[src/rtl/dpram_fifo_pkg.sv]
// Shared defaults and output-buffer state encoding for the dual-port RAM FIFO.
package dpram_fifo_pkg;

    localparam int unsigned DEF_AW = 4;
    localparam int unsigned DEF_DW = 16;

    // Encoded value equals the number of words held in the output buffer.
    typedef enum logic [1:0] {
        EMPTY = 2'd0,
        ONE   = 2'd1,
        TWO   = 2'd2
    } obuf_state_t;

endpackage

[src/rtl/dpram_fifo_obuf.sv]
// Two-entry skid buffer that catches RAM read returns and presents the FIFO head.
module dpram_fifo_obuf
    import dpram_fifo_pkg::*;
#(
    parameter int unsigned DW = DEF_DW
) (
    input  logic          clk,
    input  logic          rst,
    input  logic          flush,
    input  logic          in_v,
    input  logic [DW-1:0] in_d,
    output logic          out_v,
    output logic [DW-1:0] out_d,
    input  logic          out_rdy,
    output logic [1:0]    cnt
);

    obuf_state_t   state_q;
    obuf_state_t   state_d;
    logic [DW-1:0] head_q;
    logic [DW-1:0] skid_q;
    logic          pop;

    assign out_v = (state_q != EMPTY);
    assign out_d = head_q;
    assign cnt   = state_q;
    assign pop   = out_v & out_rdy & ~flush;

    // State register.
    always_ff @(posedge clk or negedge rst) begin
        if (!rst) begin
            state_q <= EMPTY;
        end else begin
            state_q <= state_d;
        end
    end

    // Next-state: occupancy changes by +in_v -pop; flush empties the buffer.
    always_comb begin
        state_d = state_q;
        case (state_q)
            EMPTY:   if (in_v) state_d = ONE;
            ONE:     if (in_v && !pop) state_d = TWO;
                     else if (!in_v && pop) state_d = EMPTY;
            TWO:     if (pop && !in_v) state_d = ONE;
            default: state_d = EMPTY;
        endcase
        if (flush) state_d = EMPTY;
    end

    // Data path: a return fills the first free slot after any same-cycle pop.
    always_ff @(posedge clk or negedge rst) begin
        if (!rst) begin
            head_q <= '0;
            skid_q <= '0;
        end else if (!flush) begin
            case (state_q)
                EMPTY: if (in_v) head_q <= in_d;
                ONE: begin
                    if (in_v) begin
                        if (pop) head_q <= in_d;
                        else     skid_q <= in_d;
                    end
                end
                TWO: begin
                    if (pop) begin
                        head_q <= skid_q;
                        if (in_v) skid_q <= in_d;
                    end
                end
                default: ;
            endcase
        end
    end

endmodule

[src/rtl/dpram_fifo_ctrl.sv]
// FWFT FIFO controller: pointers and RAM occupancy, fetch scheduling, RAM port wiring.
module dpram_fifo_ctrl
    import dpram_fifo_pkg::*;
#(
    parameter int unsigned AW = DEF_AW,
    parameter int unsigned DW = DEF_DW
) (
    input  logic          clk,
    input  logic          rst,
    input  logic          flush,
    input  logic          wr_v,
    input  logic [DW-1:0] wr_d,
    output logic          wr_rdy,
    output logic          rd_v,
    output logic [DW-1:0] rd_d,
    input  logic          rd_rdy,
    output logic [AW+1:0] level,
    output logic          ovf,
    output logic [AW-1:0] ram_a_a,
    output logic [DW-1:0] ram_d_a,
    output logic          ram_w_a,
    output logic [AW-1:0] ram_a_b,
    output logic [DW-1:0] ram_d_b,
    output logic          ram_w_b,
    input  logic [DW-1:0] ram_q_b
);

    localparam logic [AW:0] CAP = {1'b1, {AW{1'b0}}};

    logic [AW:0] wr_ptr;
    logic [AW:0] rd_ptr;
    logic [AW:0] ram_cnt;
    logic        inflight;
    logic [1:0]  obuf_cnt;
    logic        full;
    logic        push;
    logic        pop;
    logic        fetch;

    assign full  = (ram_cnt == CAP);
    assign push  = wr_v & ~full & ~flush;
    assign pop   = rd_v & rd_rdy;
    assign ovf   = wr_v & full & ~flush;
    // Count of words already owned by the output path must leave room for the return.
    assign fetch = (ram_cnt != '0) & ~flush
                 & (({1'b0, obuf_cnt} + {2'b00, inflight}) < (3'd2 + {2'b00, pop}));

    // Handshake outputs are held inactive while reset is asserted.
    assign wr_rdy  = ~full & rst;
    assign ram_w_a = push & rst;
    assign ram_a_a = wr_ptr[AW-1:0];
    assign ram_d_a = wr_d;
    assign ram_a_b = rd_ptr[AW-1:0];
    assign ram_d_b = '0;
    assign ram_w_b = 1'b0;

    assign level = {1'b0, ram_cnt} + {{(AW+1){1'b0}}, inflight} + {{AW{1'b0}}, obuf_cnt};

    // Pointers, RAM occupancy and the one-cycle read-in-flight flag.
    always_ff @(posedge clk or negedge rst) begin
        if (!rst) begin
            wr_ptr   <= '0;
            rd_ptr   <= '0;
            ram_cnt  <= '0;
            inflight <= 1'b0;
        end else if (flush) begin
            wr_ptr   <= '0;
            rd_ptr   <= '0;
            ram_cnt  <= '0;
            inflight <= 1'b0;
        end else begin
            if (push)  wr_ptr <= wr_ptr + 1'b1;
            if (fetch) rd_ptr <= rd_ptr + 1'b1;
            ram_cnt  <= ram_cnt + {{AW{1'b0}}, push} - {{AW{1'b0}}, fetch};
            inflight <= fetch;
        end
    end

    dpram_fifo_obuf #(
        .DW(DW)
    ) u_obuf (
        .clk    (clk),
        .rst    (rst),
        .flush  (flush),
        .in_v   (inflight),
        .in_d   (ram_q_b),
        .out_v  (rd_v),
        .out_d  (rd_d),
        .out_rdy(rd_rdy),
        .cnt    (obuf_cnt)
    );

endmodule

[config.mk]
export PLATFORM = sky130hd
export DESIGN_NAME = dpram_fifo_ctrl
export DESIGN_NICKNAME = d
export VERILOG_FILES = /design/src/rtl/dpram_fifo_pkg.sv /design/src/rtl/dpram_fifo_obuf.sv /design/src/rtl/dpram_fifo_ctrl.sv
export SDC_FILE = /design/constraint.sdc
export NUM_CORES = 1
export LEC_CHECK = 0
export CAP_MARGIN = 20
export CELL_PAD_IN_SITES_DETAIL_PLACEMENT = 0
export CELL_PAD_IN_SITES_GLOBAL_PLACEMENT = 1
export CORE_ASPECT_RATIO = 0.9
export CORE_UTILIZATION = 35
export CTS_BUF_LIST = sky130_fd_sc_hd__clkbuf_4
export DETAILED_ROUTE_END_ITERATION = 8
export GPL_ROUTABILITY_DRIVEN = 0
export PLACE_DENSITY = 0.86
export SLEW_MARGIN = 30
export SYNTH_ARGS = -nofsm -noshare
export SYNTH_HDL_FRONTEND = slang
export SYNTH_SLANG_ARGS = --single-unit
[constraint.sdc]
create_clock -name clk -period 3.2 [get_ports clk]
set_input_delay 0.48 -clock clk [delete_from_list [all_inputs] [get_ports clk]]
set_output_delay 0.48 -clock clk [all_outputs]
set_load 0.005 [all_outputs]
==> results of run 1 <==
-- layout by cell type (no fill, tap or decap), types with 4 or more instances in the layout --
cell type and instances:
conb_1 17, a21oi_1 6, dfrtp_1 48, ha_1 14, nand3_1 4, clkdlybuf4s50_1 53, buf_4 5, o21ai_0 20
inv_1 14, mux2i_1 17, nor2_1 15, mux2_2 7, clkbuf_4 5, nand2_1 22, xor2_1 5, nand2b_1 4
mux2_4 10
-- worst max-delay path, stage by stage, from the launching register on --
cell	delay (ps)
dfrtp_1	610
inv_1	100
fa_1	400
inv_1	80
fa_1	210
nand2_1	80
xnor2_1	140
clkdlybuf4s50_1	520
-- final cells by class --
class | instances | area, sq um | share of cell area
clock buffer | 5 | 37.5 | 0.0111
clock inverter | 3 | 18.8 | 0.00555
inverter | 14 | 52.6 | 0.0155
multi-input combinational | 180 | 1380 | 0.407
sequential | 48 | 1200 | 0.355
tap | 99 | 124 | 0.0366
timing repair buffer | 59 | 573 | 0.169
-- where the power goes --
part           switching, mW  internal (mW)
Clock                  0.197         0.0832
Sequential             0.205          0.852
Combinational          0.505          0.720
Total                  0.907           1.66
-- cells in the mapped netlist (2+ instances only) --
master | count | area (sq um)
dfrtp_1 | 48 | 1200
buf_4 | 35 | 263
nand2_1 | 22 | 82.6
o21ai_0 | 20 | 100
mux2i_1 | 17 | 170
nor2_1 | 15 | 56.3
ha_1 | 14 | 175
inv_1 | 14 | 52.6
mux2_4 | 10 | 150
mux2_2 | 7 | 78.8
a21oi_1 | 6 | 30.0
xor2_1 | 5 | 43.8
buf_2 | 4 | 20.0
nand2b_1 | 4 | 25.0
nand3_1 | 4 | 20.0
nor2b_1 | 4 | 25.0
fa_1 | 3 | 60.1
nand4b_1 | 3 | 26.3
xnor2_1 | 3 | 26.3
and3_1 | 2 | 12.5
buf_6 | 2 | 22.5
clkbuf_1 | 2 | 7.51
nor3b_1 | 2 | 15.0
or2_2 | 2 | 12.5
-- metrics by stage --
stage          cell area, sq um  instances  power (mW)
6_report                   3380        408        2.56
5_1_grt                    3380        408        2.79
4_1_cts                    3380        408        2.60
3_5_place_dp               3330        400        2.31
3_3_place_gp               3330        400        2.26
2_1_floorplan              2950        286        1.79
-- layer usage --
| layer | vias to the layer above | GRT usage |
|---|---|---|
| met5 | - | 0 |
| met4 | 0 | 0.0303 |
| met3 | 2 | 0.0215 |
| met2 | 40 | 0.195 |
| met1 | 856 | 0.170 |
| li1 | 931 | - |
-- flip-flops by register name, indices dropped and copies added, names as in the netlist --
| signal | count |
|---|---|
| ram_cnt | 5 |
| u_obuf.skid_q | 16 |
| inflight | 1 |
| rd_ptr | 4 |
| u_obuf.out_d | 16 |
| u_obuf.cnt | 2 |
| wr_ptr | 4 |
-- how the worst min path moves through the flow --
stage	slack (ps)	to	cells past startpoint
after floorplan	180	inflight$_DFF_PN0_	0
after global placement	460	u_obuf.out_d[4]$_DFFE_PN0P_	2
after detailed placement	470	u_obuf.out_d[15]$_DFFE_PN0P_	2
after CTS	270	u_obuf.skid_q[10]$_DFFE_PN0P_	2
after global routing	300	u_obuf.skid_q[10]$_DFFE_PN0P_	2
final	250	u_obuf.skid_q[10]$_DFFE_PN0P_	2
-- cells by family (layout without fill, tap and decap cells) --
kind of cell / Yosys count / after routing
compound gates: 35 / 35
xor+xnor: 8 / 8
fa+ha+maj: 17 / 17
buf+inv: 58 / 81
flops: 48 / 48
mux: 35 / 35
other cells: 1 / 17
simple gates: 68 / 68
==> key figures, run 1 <==
Detailed routing
  – Iter 0 DRT Violations: between 70 and 80
  – DR WL met3: between 200 and 250 microns
  – DRC: 14
  – DR pass1 iterations: 8
  – Routed Antenna Nets: 0
  – WL per Instance: 13.0 microns
  – Vias/cell: 4.48
  – Metal2 WL: 2470 microns
  – WL met1: 2590 microns
  – Final wirelength: 5310 microns
  – DR vias: about 1800
  – Highest metal used: met4

Synthesis
  – EDFF count, synth: 0
  – Synth Area in Simple Gates: 0.135
  – Library cells used by synthesis: 46
  – Sequential area share after synthesis: 0.416
  – Mux cell area share after synthesis: 0.142
  – Gate count of the mapped netlist: 270
  – Post-synthesis cell area: about 0.0029 sq mm
  – Seq cells post-synth: 48
  – Async set-reset flop share out of synthesis: 1.00
  – XOR/XNOR Fraction of Synth Area: 0.0243
  – Compound-Gate Fraction of Synth Area: 0.0715
  – Leading register cell type out of synthesis: dfrtp_1
  – Syn Area/Cell: approximately 11 sq um
  – Largest family of logic cells by synthesized area: multiplexers
  – Synth warnings: 0
  – Post-synthesis adder-cell area fraction: 0.0815

Worst setup path
  – Reg2reg start: u_obuf.cnt[0]$_DFFE_PN0P_
  – R2r setup slk: between 400 and 500 ps
  – Worst setup path start: u_obuf.cnt[0]$_DFFE_PN0P_
  – Critical path data arrival time: 2470 ps
  – R2R Path End: ram_cnt[4]$_DFF_PN0_
  – Setup Crit Path Kind: flop to output port
  – Req. time, crit path: around 2700 ps
  – Capturing element type of the critical path: output port
  – Reg2reg path depth: 12
  – Setup crit start kind: flop
  – Crit Path Max Fanout: 10
  – Worst setup path endpoint: level[4]

STA
  – Min Hold Slack: between 200 and 300 ps
  – Max Slew Vio Count: 0
  – Hold Fails Final Rpt: 0
  – Final Setup Violations: 0
  – Final worst slack: 247 ps
  – Rel. slew slack: 0.596
  – Crit path time final: between 2000 and 3000 ps
  – Clk_skew: 9.94 ps
  – RSZ-0062 raised after global routing: no
  – Crit share post-route: 0.923
  – Slew @ Worst Pin: 606 ps
  – TNS Setup: 0 ps
  – F_max: between 300 and 400 MHz

Floorplan
  – Row count: 31
  – Chip height: roughly 88 microns
  – Die area: between 0.008 and 0.009 sq mm
  – Die width: 97.7 microns
  – Starting Density: 0.360
  – I/O Pins: 104
  – Core area: 0.00803 sq mm

Global route
  – Grt ovf: 0
  – Largest net degree at the start of global routing: 49
  – Vias in the first global route: 1767
  – GRT Util Overall: 0.121
  – First-pass GRT wire length: between 8000 and 9000 microns
  – Initial antenna violation count: 0

Clocking
  – Clk_lat worst skew: between 300 and 400 ps
  – CTS tree: yes
  – CTS buffer count: 5
  – Clk slew on worst S/H paths: ~150 ps
  – Hold-fix buffers, CTS: 0
  – Clock buffer depth: 2
  – H-tree depth: 2
  – Post-CTS Setup Bufs: 0
  – # clock sinks: 48
  – Cts repair resizes: 0
  – CTS root buffer: clkbuf_4

Place
  – Post-place setup slack: 231 ps
  – IO Port Bufs: 54
  – Post-DP HPWL: 3900 microns

Run
  – Max-cap violation count: 0

Pwr
  – Leak Pwr: 1.56 nW
  – P per Cell Area: about 760 mW/mm^2
  – VDD IR-drop max: 195 uV

Outcome
  – Status: finished, violations left
  – Failing checks: DRC

Layout
  – ANT cells: 0
  – Final core utilization: 0.422
  – Layout cells sized above 1: 0.133
  – Area Growth Syn to Fin: 17.3%
  – Filler Cell Count: ~750
  – Final net count: approximately 360

Worst hold path
  – Min-delay worst type: primary input to asynchronous set/reset pin
Power figures use the tool's default switching activity.
==> run 2: changes to the inputs <==
- CORE_ASPECT_RATIO: 0.9 -> 0.75
- HOLD_SLACK_MARGIN: unset -> 0.03
==> key figures, run 2 (synthesis gave the netlist of run 1 again) <==
Floorplan
  – Die width: 107 microns (+9.4%)
  – Die area: 0.00862 sq mm (about the same)
  – I/O Pins: 104 (unchanged)
  – Chip height: 80.6 microns (-8.5%)
  – Starting Density: 0.363 (+0.00345)
  – Row count: 28 (-9.7%)
  – Core area: 0.00795 sq mm (-0.95%)

Pwr
  – Sequential share of power: 0.414 (+0.002)
  – Leak Pwr: 1.57 nW (+0.28%)
  – Switch share: 0.347 (-0.00674)
  – Internal Pwr Total: 1.66 mW (+0.25%)
  – PnR Total Power: 2.54 mW (-0.79%)
  – P per Cell Area: 748 mW/mm^2 (-1.2%)
  – Power share of the combinational group: 0.479 (about the same)
  – Clock power share: 0.107 (-0.002)
  – NetSw: 883 uW (-2.7%)
  – VDD IR-drop max: 226 uV (+16%)

Layout
  – Commonest non-fill, non-tap cells in the layout: clkdlybuf4s50_1 (53), dfrtp_1 (48), nand2_1 (22)
  – Filler Cell Count: 766 (+2.7%)
  – Layout cells sized above 1: 0.135 (+0.00280)
  – Post-Layout Cell Count: 415 (+1.7%)
  – Area of the multi-input gates: 0.00138 sq mm (unchanged)
  – Final net count: 363 (+0.28%)
  – Commonest non-fill, non-tap cell in the layout: clkdlybuf4s50_1
  – Design Area, Final: 0.00340 sq mm (+0.44%)
  – Area Growth Syn to Fin: 17.8%
  – ANT cells: 0 (unchanged)
  – Register area: 0.00120 sq mm (unchanged)

STA
  – TNS Setup: 0 ps (unchanged)
  – Max Slew Vio Count: 0 (unchanged)
  – F_max: 335 MHz (-1.1%)
  – Crit share post-route: 0.933 (+0.00983)
  – Final Setup Violations: 0 (unchanged)
  – RSZ-0062 raised after global routing: no
  – Hold Fails Final Rpt: 0 (unchanged)
  – Rel. slew slack: 0.597 (about the same)
  – Clk_skew: 15.8 ps (+5.83 ps)
  – Crit path time final: 2980 ps (+31.4 ps)
  – Slew @ Worst Pin: 605 ps (-0.527 ps)

Clocking
  – Clk slew on worst S/H paths: 140 ps (about the same)
  – CTS buffer count: 5 (unchanged)
  – H-tree depth: 2 (unchanged)
  – Hold-fix buffers, CTS: 0 (unchanged)
  – # clock sinks: 48 (unchanged)
  – Clock buffer depth: 2 (unchanged)
  – CTS tree: yes
  – Clk_lat worst skew: 350 ps (about the same)
  – CTS root buffer: clkbuf_4
  – Cts repair resizes: 0 (unchanged)
  – Post-CTS Setup Bufs: 0 (unchanged)

Place
  – Post-DP HPWL: 3780 microns (-3.2%)
  – IO Port Bufs: 54 (unchanged)
  – Placed cells: 407 (+1.8%)
  – Placed Area: 0.00334 sq mm (+0.45%)

Global route
  – Top Usage Layer GRT: met2
  – GRT Util Overall: 0.126 (+0.00491)
  – Largest net degree at the start of global routing: 49 (unchanged)
  – First-pass GRT wire length: 8510 microns (+1.5%)
  – M1 GR Usage: 0.181 (+0.0108)
  – Met3 GRT Util: 0.0300 (+0.00848)
  – Initial antenna violation count: 0 (unchanged)
  – Vias in the first global route: 1780 (+0.74%)
  – M2 GR Usage: 0.183 (-0.0121)
  – Grt ovf: 0 (unchanged)

Detailed routing
  – DR vias: 1844 (+0.82%)
  – WL per Instance: 12.2 microns (-6.5%)
  – DR pass1 iterations: 4 (-4)
  – Final wirelength: 5050 microns (-4.9%)
  – Vias/cell: 4.44 (-0.88%)
  – Routed Antenna Nets: 0 (unchanged)
  – DRC: 0 (-14)
  – Iter 0 DRT Violations: 54 (-30%)

Worst setup path
  – Critical path data arrival time: 2500 ps (+30 ps)
  – Setup crit start kind: flop
  – Setup Crit Path Kind: flop to output port
  – Crit Path Max Fanout: 10 (unchanged)
  – Capturing element type of the critical path: output port
  – Req. time, crit path: 2720 ps (about the same)

Run
  – Max-cap violation count: 0 (unchanged)

Worst hold path
  – Min-delay worst type: primary input to asynchronous set/reset pin

Outcome
  – Status: completed
[run 2: cell count changes in the layout (fill, tap and decap cells not counted), sizes merged]
cell	change
buf	+1
[run 2: worst paths after layout]
kind                                              from                     endpoint  slack (ps)  cells after the start
max in group asynchronous                          rst         ram_cnt[4]$_DFF_PN0_        2570                      2
max                          u_obuf.cnt[0]$_DFFE_PN0P_                     level[4]         220                      7
min reg2reg                u_obuf.out_d[2]$_DFFE_PN0P_  u_obuf.out_d[2]$_DFFE_PN0P_         490                      2
min in group clk           u_obuf.out_d[2]$_DFFE_PN0P_  u_obuf.out_d[2]$_DFFE_PN0P_         490                      2
max reg2reg                  u_obuf.cnt[0]$_DFFE_PN0P_         ram_cnt[4]$_DFF_PN0_         370                     12
min                                                rst        wr_ptr[3]$_DFFE_PN0P_         210                      2
[run 2: worst max-delay path, stage by stage, from the launching register on]
cell and delay, ps:
dfrtp_1 610, inv_1 100, fa_1 420, inv_1 90, fa_1 200, nand2_1 70, xnor2_1 140, clkdlybuf4s50_1 530
[run 2: power by group through the flow]
stage / Clock, mW / Combinational, mW / Sequential [mW]
after global routing: 0.318 / 1.37 / 1.09
after CTS: 0.293 / 1.24 / 1.06
after global placement: 0 / 1.21 / 1.06
after detailed placement: 0 / 1.23 / 1.07
final: 0.272 / 1.22 / 1.05
after floorplan: 0 / 0.769 / 1.03
[run 2: per-stage QoR]
step	setup WS [ps]	util	hold WS [ps]
after floorplan	669	-	184
after CTS	164	0.427	228
after global routing	45.3	0.427	244
after global placement	287	0.420	462
final	215	0.427	206
after detailed placement	185	0.420	471
[run 2: routing by layer]
layer  vias up  wire (microns)  share of wire
met5         -               0              0
met4         0              65          0.013
met3         7             260          0.051
met2        47            2120           0.42
met1       860            2610           0.52
li1        930               -              -
[run 2: cell type report]
type | instances | share of cell area
Tap cell | 105 | 0.0386
Clock inverter | 3 | 0.00552
Multi-Input combinational cell | 180 | 0.405
Inverter | 14 | 0.0155
Timing Repair Buffer | 60 | 0.171
Clock buffer | 5 | 0.0110
Sequential cell | 48 | 0.353
